[src/rtl/fetch_pkg.sv]
// fetch_pkg: shared definitions for the fetch stage and the control logic
// that consumes its instructions.
//   - opcode constants (instr[15:11])
//   - canonical NOP instruction word
//   - fetch FSM state encoding
//   - opcode extraction helper
package fetch_pkg;

  // Opcodes in instr[15:11], shared with the control stage.
  localparam logic [4:0] OPC_HALT = 5'b00000;
  localparam logic [4:0] OPC_NOP  = 5'b00001;
  localparam logic [4:0] OPC_BEQ  = 5'b10000;
  localparam logic [4:0] OPC_BNE  = 5'b10001;
  localparam logic [4:0] OPC_J    = 5'b11000;
  localparam logic [4:0] OPC_JAL  = 5'b11001;
  localparam logic [4:0] OPC_JR   = 5'b11010;
  localparam logic [4:0] OPC_JALR = 5'b11011;

  // NOP with all operand fields zero.
  localparam logic [15:0] NOP_INSTR = 16'h0800;

  // Fetch FSM: ISSUE sends a request, WAIT holds until the read returns,
  // HALTED parks after a HALT has been buffered.
  typedef enum logic [1:0] {
    FS_ISSUE  = 2'd0,
    FS_WAIT   = 2'd1,
    FS_HALTED = 2'd2
  } fetch_state_e;

  function automatic logic [4:0] opcode_of(input logic [15:0] instr);
    return instr[15:11];
  endfunction

endpackage

[src/rtl/fetch_buf.sv]
// fetch_buf: single-entry valid/ready holding register.
// Used as the fetch output buffer and later as the IF/ID pipeline register.
//   clk, rst   : clock, synchronous active-high reset
//   fill       : load fill_data/fill_tag and mark valid
//   flush      : drop the entry (wins over fill and drain)
//   drain      : consumer ready; a transfer is valid & drain
//   valid/data/tag : held entry, stable while valid & !drain
//   free       : entry can accept a fill this cycle (empty or draining)
module fetch_buf #(
  parameter int DATA_W = 16,
  parameter int TAG_W  = 16
) (
  input  logic              clk,
  input  logic              rst,
  input  logic              fill,
  input  logic              flush,
  input  logic              drain,
  input  logic [DATA_W-1:0] fill_data,
  input  logic [TAG_W-1:0]  fill_tag,
  output logic              valid,
  output logic [DATA_W-1:0] data,
  output logic [TAG_W-1:0]  tag,
  output logic              free
);

  assign free = ~valid | drain;

  // NOTE: sequential state uses non-blocking assignments so every register
  // samples the pre-edge values, independent of statement order.
  // NOTE: the payload registers are reset as well as valid, so the outputs
  // read as zero after reset rather than as leftover data.
  always_ff @(posedge clk) begin
    if (rst) begin
      valid <= 1'b0;
      data  <= '0;
      tag   <= '0;
    end else if (flush) begin
      valid <= 1'b0;
    end else if (fill) begin
      // A fill during a transfer overwrites the entry and stays valid.
      valid <= 1'b1;
      data  <= fill_data;
      tag   <= fill_tag;
    end else if (drain) begin
      valid <= 1'b0;
    end
  end

endmodule

[src/rtl/fetch_stage.sv]
// fetch_stage: instruction fetch. Owns the PC, issues one outstanding read
// at a time to instruction memory, and buffers the returned instruction
// (with its PC+2) for decode through a valid/ready handshake.
//   clk, rst          : clock, synchronous active-high reset
//   imem_req/addr     : one-cycle read request and its address
//   imem_ack/rdata    : read data return, at least one cycle after request
//   redirect_valid/pc : PC change from execute (highest priority)
//   if_valid/instr/pc_plus2, dec_ready : output handshake to decode
//   halted            : a HALT has been buffered and fetch is parked
//   err               : pulse on an ack with no request outstanding
module fetch_stage
  import fetch_pkg::*;
#(
  parameter int              PC_W     = 16,
  parameter logic [PC_W-1:0] RESET_PC = '0,
  parameter logic [4:0]      OP_HALT  = OPC_HALT
) (
  input  logic            clk,
  input  logic            rst,
  output logic            imem_req,
  output logic [PC_W-1:0] imem_addr,
  input  logic            imem_ack,
  input  logic [15:0]     imem_rdata,
  input  logic            redirect_valid,
  input  logic [PC_W-1:0] redirect_pc,
  output logic            if_valid,
  input  logic            dec_ready,
  output logic [15:0]     if_instr,
  output logic [PC_W-1:0] if_pc_plus2,
  output logic            halted,
  output logic            err
);

  fetch_state_e    state, state_n;
  logic [PC_W-1:0] pc, pc_n, pc_plus2;
  logic            squash, squash_n;
  logic            halted_n;
  logic            buf_fill, buf_flush, buf_free;

  // Wraps modulo 2^PC_W.
  assign pc_plus2  = pc + PC_W'(2);
  assign imem_addr = pc;

  always_ff @(posedge clk) begin
    if (rst) begin
      state  <= FS_ISSUE;
      pc     <= RESET_PC;
      squash <= 1'b0;
      halted <= 1'b0;
    end else begin
      state  <= state_n;
      pc     <= pc_n;
      squash <= squash_n;
      halted <= halted_n;
    end
  end

  // NOTE: every signal driven here gets a default first, so no path through
  // the case statement leaves one unassigned and no latch is inferred.
  always_comb begin
    state_n   = state;
    pc_n      = pc;
    squash_n  = squash;
    halted_n  = halted;
    buf_fill  = 1'b0;
    buf_flush = 1'b0;
    imem_req  = 1'b0;
    err       = 1'b0;

    // Redirect overrides everything: new PC, buffer flushed, halt cleared.
    if (redirect_valid) begin
      pc_n      = redirect_pc;
      buf_flush = 1'b1;
      halted_n  = 1'b0;
    end

    case (state)
      FS_ISSUE: begin
        err = imem_ack;
        if (!redirect_valid && buf_free) begin
          imem_req = 1'b1;
          state_n  = FS_WAIT;
        end
      end
      FS_WAIT: begin
        if (imem_ack) begin
          state_n  = FS_ISSUE;
          squash_n = 1'b0;
          // Data belonging to a redirected-away path is dropped.
          if (!redirect_valid && !squash) begin
            buf_fill = 1'b1;
            pc_n     = pc_plus2;
            if (opcode_of(imem_rdata) == OP_HALT) begin
              halted_n = 1'b1;
              state_n  = FS_HALTED;
            end
          end
        end else if (redirect_valid) begin
          // The read is still in flight; remember to drop its data.
          squash_n = 1'b1;
        end
      end
      FS_HALTED: begin
        err = imem_ack;
        if (redirect_valid) state_n = FS_ISSUE;
      end
      default: state_n = FS_ISSUE;
    endcase

    if (rst) begin
      imem_req = 1'b0;
      err      = 1'b0;
    end
  end

  fetch_buf #(
    .DATA_W (16),
    .TAG_W  (PC_W)
  ) u_buf (
    .clk       (clk),
    .rst       (rst),
    .fill      (buf_fill),
    .flush     (buf_flush),
    .drain     (dec_ready),
    .fill_data (imem_rdata),
    .fill_tag  (pc_plus2),
    .valid     (if_valid),
    .data      (if_instr),
    .tag       (if_pc_plus2),
    .free      (buf_free)
  );

endmodule

[config.mk]
export PLATFORM = sky130hd
export DESIGN_NAME = fetch_stage
export DESIGN_NICKNAME = d
export VERILOG_FILES = /design/src/rtl/fetch_pkg.sv /design/src/rtl/fetch_buf.sv /design/src/rtl/fetch_stage.sv
export SDC_FILE = /design/constraint.sdc
export NUM_CORES = 1
export LEC_CHECK = 0
export ABC_AREA = 1
export BUFFER_PORTS_ARGS = -buffer_cell sky130_fd_sc_hd__buf_2
export CAP_MARGIN = 20
export CORE_MARGIN = 8
export CORE_UTILIZATION = 51
export CTS_CLUSTER_SIZE = 25
export DETAILED_ROUTE_END_ITERATION = 12
export GPL_TIMING_DRIVEN = 0
export PLACE_DENSITY = 0.87
export SYNTH_ARGS = -nofsm -noshare
export SYNTH_HDL_FRONTEND = slang
export SYNTH_HIERARCHICAL = 1
export SYNTH_SLANG_ARGS = --single-unit
[constraint.sdc]
create_clock -name clk -period 2 [get_ports clk]
set_clock_uncertainty 0.2 [all_clocks]
set_input_delay 0.2 -clock clk [delete_from_list [all_inputs] [get_ports clk]]
set_output_delay 0.2 -clock clk [all_outputs]
set_load 0.01 [all_outputs]
### Word-level counts from Yosys, hierarchy flattened

Index checks and enable logic that the tools add are counted.

| storage, ports and cells | value |
|---|---|
| flip-flop bits (word level) | 53 |
| bits of input ports | 37 |

| operators by class | value |
|---|---|
| add/subtract/negate cells | 1 |
| eq/ne operators | 5 |
| mux-type cells | 28 |
| bitwise gates (word level) | 3 |
| reduce and logical (&&, ||, !) cells | 13 |

Operators by type and width:

| kind | number |
|---|---|
| $mux W16 | 4 |
| $mux W1 | 18 |
| $add A16 B2 Y16 const B | 1 |
| $mux W2 | 5 |
| $ne A2 B2 Y1 const B | 3 |
| $pmux W2 S3 | 1 |
| $logic_not A5 Y1 | 1 |
| $reduce_and A2 Y1 | 2 |
| $reduce_bool A2 Y1 | 2 |
| $reduce_or A2 Y1 | 2 |
| $reduce_and A3 Y1 | 1 |
| $eq A2 B1 Y1 const B | 1 |
| $eq A2 B2 Y1 const B | 1 |
| $logic_and A1 B1 Y1 | 2 |
| $logic_not A1 Y1 | 2 |
| $logic_not A2 Y1 | 1 |
| $not A1 Y1 | 2 |
| $or A1 B1 Y1 | 1 |

### Depth between registers and ports, before layout

Gate-level depths: netlist (run 1).

| logic depth | value |
|---|---|
| depth in word-level cells | 6 |
| mapped depth | 11 |
| gate-level depth less buffers | 10 |

### Cells and area by module

Netlist (run 1), hierarchy kept.

Modules (own cells, without submodules):

| module | instances | cells each | area an instance (sq um) | sequential area each (sq um) |
|---|---|---|---|---|
| fetch_buf | 1 | 214 | 1,422.6 | 660.6 |
| fetch_stage | 1 | 219 | 1,372.6 | 400.4 |

### Worst setup path before layout (run 1)

No wires, ideal clock.

| timing path | value |
|---|---|
| path type | flip-flop to flip-flop |
| start | register pc[1] (netlist: imem_addr[1]) |
| end | register u_buf.tag[7] |
| setup time | 0.113 ns |
| arrival | 1.352 ns |
| slack | 0.335 ns |
| stages on the path, launching flop included | 10 |
| buffers on the path | 0 |
| path through | dfxtp_1 -> ha_1 -> nand3_1 -> nor2_4 -> xnor2_1 -> inv_1 -> inv_1 -> nand3_1 -> nand2_1 -> nor2_1 |

| on the way | value |
|---|---|
| longest elaborated chain between the ends | 1 |

Ends and longest elaborated chain:

| item | RTL line | source |
|---|---|---|
| start, declared | fetch_stage.sv:35 | `logic [PC_W-1:0] pc, pc_n, pc_plus2;` |
| start signal, assigned | fetch_stage.sv:52 | `pc <= pc_n;` |
| $add A16 B2 Y16 | fetch_stage.sv:41 | `assign pc_plus2 = pc + PC_W'(2);` |
| named net pc_plus2[7] | fetch_stage.sv:35 |  |
| end signal, assigned | fetch_buf.sv:43 | `tag <= fill_tag;` |
| end, declared | fetch_buf.sv:22 | `output logic [TAG_W-1:0] tag,` |

The timed path passes the listed nets, and every way through them passes these cells.
A chain may end at the register's enable or synchronous reset.

### Worst setup path in the final report (run 1)

| timing path | value |
|---|---|
| start | input dec_ready |
| end | output imem_req |

| on the way | value |
|---|---|
| longest elaborated chain between the ends | 5 |

Ends and longest elaborated chain:

| item | RTL line | source |
|---|---|---|
| start, declared | fetch_stage.sv:27 | `input logic dec_ready,` |
| $or A1 B1 Y1 | fetch_buf.sv:26 | `assign free = ~valid \| drain;` |
| named net buf_free | fetch_stage.sv:38 | `logic buf_fill, buf_flush, buf_free;` |
| $logic_and A1 B1 Y1 | fetch_stage.sv:80 | `if (!redirect_valid && buf_free) begin` |
| $mux W1 | fetch_stage.sv:80 |  |
| $mux W1 | fetch_stage.sv:77 | `case (state)` |
| $mux W1 | fetch_stage.sv:110 | `if (rst) begin` |
| end, declared | fetch_stage.sv:20 | `output logic imem_req,` |

The timed path passes the listed nets, and every way through them passes these cells.

==> out/metrics.yaml, run 1 <==
path_clk_slew_ps: 90
critPathArrivalTime_ps: 1490
power.density_cell_area_nw_per_um2: 601
i_o_pins: 89
timing.slew.headroom_pct: 72.8
synthesis.area_per_instance_um2: 6.46
initial_core_util_pct: 51.7
cts.htree.levels: 2
startpoint_types: "primary input"
worstMarginPinSlew_ps: 408
synth_nets: 471
critPathRequiredTime_ps: 1600
synth_warnings: 6
flow.area_growth_from_synthesis_pct: 26.4
portBuffers: 88
design.final.nets: 577
synth_top_cells_by_count: "sky130_fd_sc_hd__nand2_1 (94), sky130_fd_sc_hd__nor2_1 (86), sky130_fd_sc_hd__inv_1 (66)"
vdd.ir_drop.worst_v: 0.000340
detailedRoute.firstPassIterationCount: 4
vias: 2916
synth_seq_cells: 53
met1_usage_pct: 21.4
track_usage_pct: 18.3
min_period_over_period_pct: 94.6
grt_antenna_before_repair: 0
netlist_area_um2: 2800
place_inst: 593
num_rows: 27
cts_buffer_depth: 2
number_of_antenna_violating_nets_in_the_routed_design: 0
gp_congestion: 0.871
synth_area_leader_cell: "sky130_fd_sc_hd__dfxtp_1"
synth_area_leaders: "sky130_fd_sc_hd__dfxtp_1 (38%), sky130_fd_sc_hd__nand2_1 (13%), sky130_fd_sc_hd__nor2_1 (12%), sky130_fd_sc_hd__nand3_1 (9.3%), sky130_fd_sc_hd__inv_1 (8.9%)"
synth.lib_cells_used.distinct: 29
detailedRoute.firstIterationViolations: 124
antennaDiodeCount: 0
final-instance-count-excl-fill: 612
dieWidth_um: 90.0
grt_busiest_layer: "met2"
overflow: 0
share_of_cells_above_drive_strength_1_pct: 23.7
hold_path.class: "primary input to flip-flop"
synthCells: 433
routed_wire_length_per_instance_um: 12.6
fin_util_pct: 65.3
grt_start_max_net_pins: 17
max_freq_mhz: 529
hold_viol: 0
cts.sink_count: 53
synth_enable_flop_cells: 0
ff2ff_setup_slack_ps: 130
number_of_global_route_vias_before_repair: 2804
maxCapViolCount: 0
post-cts-setup-buffers: 0
status: "completed"
p_leak_nw: 1.88
cts_made_buffers: 5
tritoncts_clock_tree: "built"
yosysMostFrequentCell: "sky130_fd_sc_hd__nand2_1"
synth.yosys.seq_area_share_pct: 38.0
wirelength_um: 7720
drc_errors: 0
die-height_um: 90.0
synth.top_cell.area_share_pct: 38.0
post-dp-hpwl_um: 5940
clk_latency_ps: 310
timing.final.max_slew_violations: 0
drt-vias-per-instance: 4.76
synth-async-reset-ratio_pct: 0
die_outline_area_um2: 8110
finalSetupViolCount: 0
grt_pass1_wl_um: 12600
synth-main-ff-cell: "sky130_fd_sc_hd__dfxtp_1"
post-route-min-period_ps: 1890
grt_setup_unrepaired: "true"
fraction_of_met2_tracks_used_by_global_routing_pct: 31.7
coreArea_um2: 5410
cp_max_fo: 2
setup.worst_path.class: "primary input to output pin"
grtUsageMet3_pct: 5.15
end_kind: "output pin"
cts_root_buf: "sky130_fd_sc_hd__clkbuf_8"
## timing repair
item	CTS	global route
resized for setup	0	3
hold endpoints to repair	11	0
hold buffers	11	0
setup endpoints to repair	0	30
## worst max-delay path: stages
cell and delay [ps]:
sky130_fd_sc_hd__dlygate4sd3_1 530, sky130_fd_sc_hd__buf_2 100, sky130_fd_sc_hd__inv_1 30, sky130_fd_sc_hd__nand2_1 80, sky130_fd_sc_hd__inv_1 80, sky130_fd_sc_hd__nor2_1 130, sky130_fd_sc_hd__nand3_1 110, sky130_fd_sc_hd__nor2_1 90
sky130_fd_sc_hd__buf_2 130
## kinds of logic (layout without fill, tap and decap cells)
logic type               count (synthesis)  after routing  share of synthesized area [%]
flip-flops                              53             53                           38.0
multiplexers                             1              1                          0.358
AND/OR/NAND/NOR                        244            244                           37.3
adder cells (fa/ha/maj)                  1              1                          0.448
buffers and inverters                   90            197                           14.4
AO/OA/AOI/OAI                           39             39                           7.92
XOR/XNOR                                 5              5                           1.57
## metal layers
metal / share of wire [%] / vias up
li1: - / 1541
met1: 45 / 1287
met2: 48 / 78
met3: 5.9 / 10
met4: 1.2 / 0
met5: 0 / -
## area by class of cell
class | count | area [um^2]
inverters | 69 | 263
flip-flops and latches | 53 | 1060
repair buffers | 99 | 551
well taps | 72 | 90.1
fillers | 517 | 1870
clock buffers | 6 | 72.6
multi-input cells | 290 | 1340
clock inverters | 2 | 13.8
plain buffers | 21 | 144
## cells in the final DEF (no fill, tap or decap), types with 3 or more instances in the layout
| cell | n |
|---|---|
| sky130_fd_sc_hd__nand4_1 | 5 |
| sky130_fd_sc_hd__dfxtp_1 | 52 |
| sky130_fd_sc_hd__buf_1 | 3 |
| sky130_fd_sc_hd__nor2_1 | 86 |
| sky130_fd_sc_hd__buf_6 | 6 |
| sky130_fd_sc_hd__xor2_1 | 3 |
| sky130_fd_sc_hd__buf_2 | 98 |
| sky130_fd_sc_hd__dlygate4sd3_1 | 11 |
| sky130_fd_sc_hd__a21oi_1 | 13 |
| sky130_fd_sc_hd__nand2_1 | 94 |
| sky130_fd_sc_hd__nand3_1 | 51 |
| sky130_fd_sc_hd__clkbuf_8 | 5 |
| sky130_fd_sc_hd__inv_1 | 66 |
| sky130_fd_sc_hd__o21ai_0 | 16 |
| sky130_fd_sc_hd__a21oi_2 | 5 |
## where the power goes
group / internal (mW) / total [mW] / switching (mW) / leakage [nW]
clock: 0.250 / 0.609 / 0.358 / 0.0456
combinational: 0.158 / 0.375 / 0.216 / 1.40
sequential: 1.10 / 1.14 / 0.0440 / 0.432
## final timing paths
path	startpoint	cells past startpoint	end
max	dec_ready	9	imem_req
min	imem_rdata[4]	5	u_buf/data[4]
max reg2reg	state[0]	9	u_buf/tag[2]
min reg2reg	u_buf/data[14]	2	u_buf/data[14]
## per-stage QoR
| stage | hold slack [ps] | cell area, um^2 | setup TNS (ps) | total power, mW | setup WS [ps] |
|---|---|---|---|---|---|
| 5_1_grt | 18.7 | 3530 | -7.60 | 2.24 | -7.60 |
| 3_3_place_gp | 229 | 3330 | 0 | 1.51 | 70.8 |
| 2_1_floorplan | 135 | 2800 | 0 | 1.38 | 335 |
| 4_1_cts | 1.11 | 3520 | 0 | 2.16 | 65.9 |
| 3_5_place_dp | 237 | 3330 | 0 | 1.52 | 35.3 |
| 6_report | 9.39 | 3530 | 0 | 2.12 | 108 |
## state kept, by name, indices dropped and copies added, names as in the netlist
register,count
squash,1
imem_addr,16
state,2
u_buf/tag,16
u_buf/data,16
halted,1
u_buf/valid,1
Note: power is estimated with default switching activity, not from simulation.
==> inputs of run 2 (changes only) <==
==> constraint.sdc (replaced) <==
create_clock -name clk -period 2 [get_ports clk]
set_clock_uncertainty 0.2 [all_clocks]
set_input_delay 0.4 -clock clk [delete_from_list [all_inputs] [get_ports clk]]
set_output_delay 0.4 -clock clk [all_outputs]
set_load 0.01 [all_outputs]
==> out/metrics.yaml, run 2 (same netlist as run 1, synthesis figures left out) <==
setup.worst_path.class: "primary input to output pin"
dieWidth_um: 90.0  # unchanged
tritoncts_clock_tree: "built"
hold_ep: "imem_addr[0]"
grt_antenna_before_repair: 0  # unchanged
wirelength_um: 7560  # -2.1%
ff2ff_setup_slack_ps: 140  # about the same
share_of_cells_above_drive_strength_1_pct: 24.4  # +0.68 points
final-instance-count-excl-fill: 601  # -1.8%
cts-hold-fix-buffers: 0  # -11
max_freq_mhz: 519  # -1.8%
hold_path.class: "primary input to flip-flop"
worstMarginPinSlew_ps: 426  # +18.2 ps
num_rows: 27  # unchanged
flow.area_growth_from_synthesis_pct: 22.5
grt_start_max_net_pins: 17  # unchanged
setup_tns_ps: 0  # unchanged
grt_setup_unrepaired: "true"
cp_max_fo: 10  # +8
power.density_cell_area_nw_per_um2: 617  # +2.6%
clk_latency_ps: 310  # about the same
p_leak_nw: 1.83  # -2.4%
mostFrequentLayoutCells: "sky130_fd_sc_hd__buf_2 (98), sky130_fd_sc_hd__nand2_1 (94), sky130_fd_sc_hd__nor2_1 (85)"
number_of_antenna_violating_nets_in_the_routed_design: 0  # unchanged
post-cts-setup-buffers: 0  # unchanged
place_inst: 593  # unchanged
i_o_pins: 89  # unchanged
detailedRoute.firstIterationViolations: 117  # -5.6%
track_usage_pct: 17.9  # -0.37 points
timing.hold.worst.start: "redirect_pc[0]"
path_clk_slew_ps: 90  # about the same
startpoint_types: "primary input"
finalSetupViolCount: 0  # unchanged
min_period_over_period_pct: 96.3  # +1.8 points
worst_r2r_endpoint: "u_buf/tag[7]"
antennaDiodeCount: 0  # unchanged
status: "completed"
worst_hold_margin_ps: 111  # +102 ps
number_of_global_route_vias_before_repair: 2757  # -1.7%
cts.htree.levels: 2  # unchanged
hold_depth: 3  # -2
cts_made_buffers: 5  # unchanged
vias: 2886  # -1.0%
gp_congestion: 0.871  # unchanged
cts.sink_count: 53  # unchanged
grt_pass1_wl_um: 12300  # -2.0%
routed_wire_length_per_instance_um: 12.6  # -0.28%
drt-vias-per-instance: 4.80  # +0.78%
cts_root_buf: "sky130_fd_sc_hd__clkbuf_8"
detailedRoute.firstPassIterationCount: 4  # unchanged
drc_errors: 0  # unchanged
die-height_um: 90.0  # unchanged
maxCapViolCount: 0  # unchanged
die_outline_area_um2: 8110  # unchanged
timing.final.max_slew_violations: 0  # unchanged
crit-reg2reg-launch: "state[1]"
layout.cells.most_common: "sky130_fd_sc_hd__buf_2"
overflow: 0  # unchanged
critPathArrivalTime_ps: 1330  # -160 ps
coreArea_um2: 5410  # unchanged
initial_core_util_pct: 51.7  # unchanged
portBuffers: 88  # unchanged
vdd.ir_drop.worst_v: 0.000340  # about the same
post-dp-hpwl_um: 5940  # unchanged
cts_resized: 0  # unchanged
timing.slew.headroom_pct: 71.6  # -1.2 points
end_kind: "output pin"
fill_cells: 533  # +3.1%
hold_viol: 0  # unchanged
cts_buffer_depth: 2  # unchanged
post-route-min-period_ps: 1930  # +35.3 ps
design.final.nets: 566  # -1.9%
critPathRequiredTime_ps: 1400  # -200 ps
cell_depth_of_the_worst_flop_to_flop_path: 10  # +1
## run 2: cell types whose count changed in the layout (fill, tap and decap cells not counted)
cell	change
sky130_fd_sc_hd__dlygate4sd3_1	-11
sky130_fd_sc_hd__nor2_1	-1
sky130_fd_sc_hd__nor2_2	+1
## run 2: layout make-up
type                            instances  area (um^2)  share of cell area (%)
Buffer                                 21          144                    4.20
Clock buffer                            6         72.6                    2.12
Inverter                               69          263                    7.67
Tap cell                               72         90.1                    2.63
Sequential cell                        53         1060                    31.0
Multi-Input combinational cell        290         1340                    39.1
Clock inverter                          2         13.8                   0.402
Timing Repair Buffer                   88          440                    12.9
## run 2: metal layers
metal,GRT usage [%],vias up,wire length (um)
met4,5.41,0,93
met5,0,-,0
li1,-,1518,-
met3,5.32,12,532
met1,21.1,1267,3320
met2,30.6,89,3610
## run 2: worst max-delay path: stages
cell	delay (ps)
sky130_fd_sc_hd__buf_2	130
sky130_fd_sc_hd__buf_6	140
sky130_fd_sc_hd__buf_2	180
sky130_fd_sc_hd__nor2_2	150
sky130_fd_sc_hd__nand3_1	100
sky130_fd_sc_hd__nor2_1	90
sky130_fd_sc_hd__buf_2	130
## run 2: report_power, final
part           internal, mW  leakage (nW)  switching (mW)  total [mW]
Clock                 0.251        0.0456           0.365       0.615
Sequential             1.10         0.432          0.0440        1.14
Combinational         0.145          1.35           0.213       0.358
Total                  1.49          1.83           0.621        2.11
## run 2: worst max path at each step
stage	to	startpoint	slack [ps]
6_report	imem_req	redirect_valid	70
5_1_grt	u_buf/data[7]	state[1]	-7
4_1_cts	imem_req	redirect_valid	60
3_5_place_dp	u_buf/tag[7]	redirect_valid	-160
3_3_place_gp	u_buf/tag[2]	redirect_valid	-130
2_1_floorplan	u_buf/data[0]	redirect_valid	210
## run 2: metrics by stage
stage	power (mW)	cell area [um^2]	setup slack, ps	util (%)
5_1_grt	2.22	3420	-6.80	63.4
3_3_place_gp	1.51	3330	-129	61.5
4_1_cts	2.14	3410	62.0	63.1
3_5_place_dp	1.52	3330	-165	61.5
6_report	2.11	3420	73.2	63.4
2_1_floorplan	1.38	2800	207	-
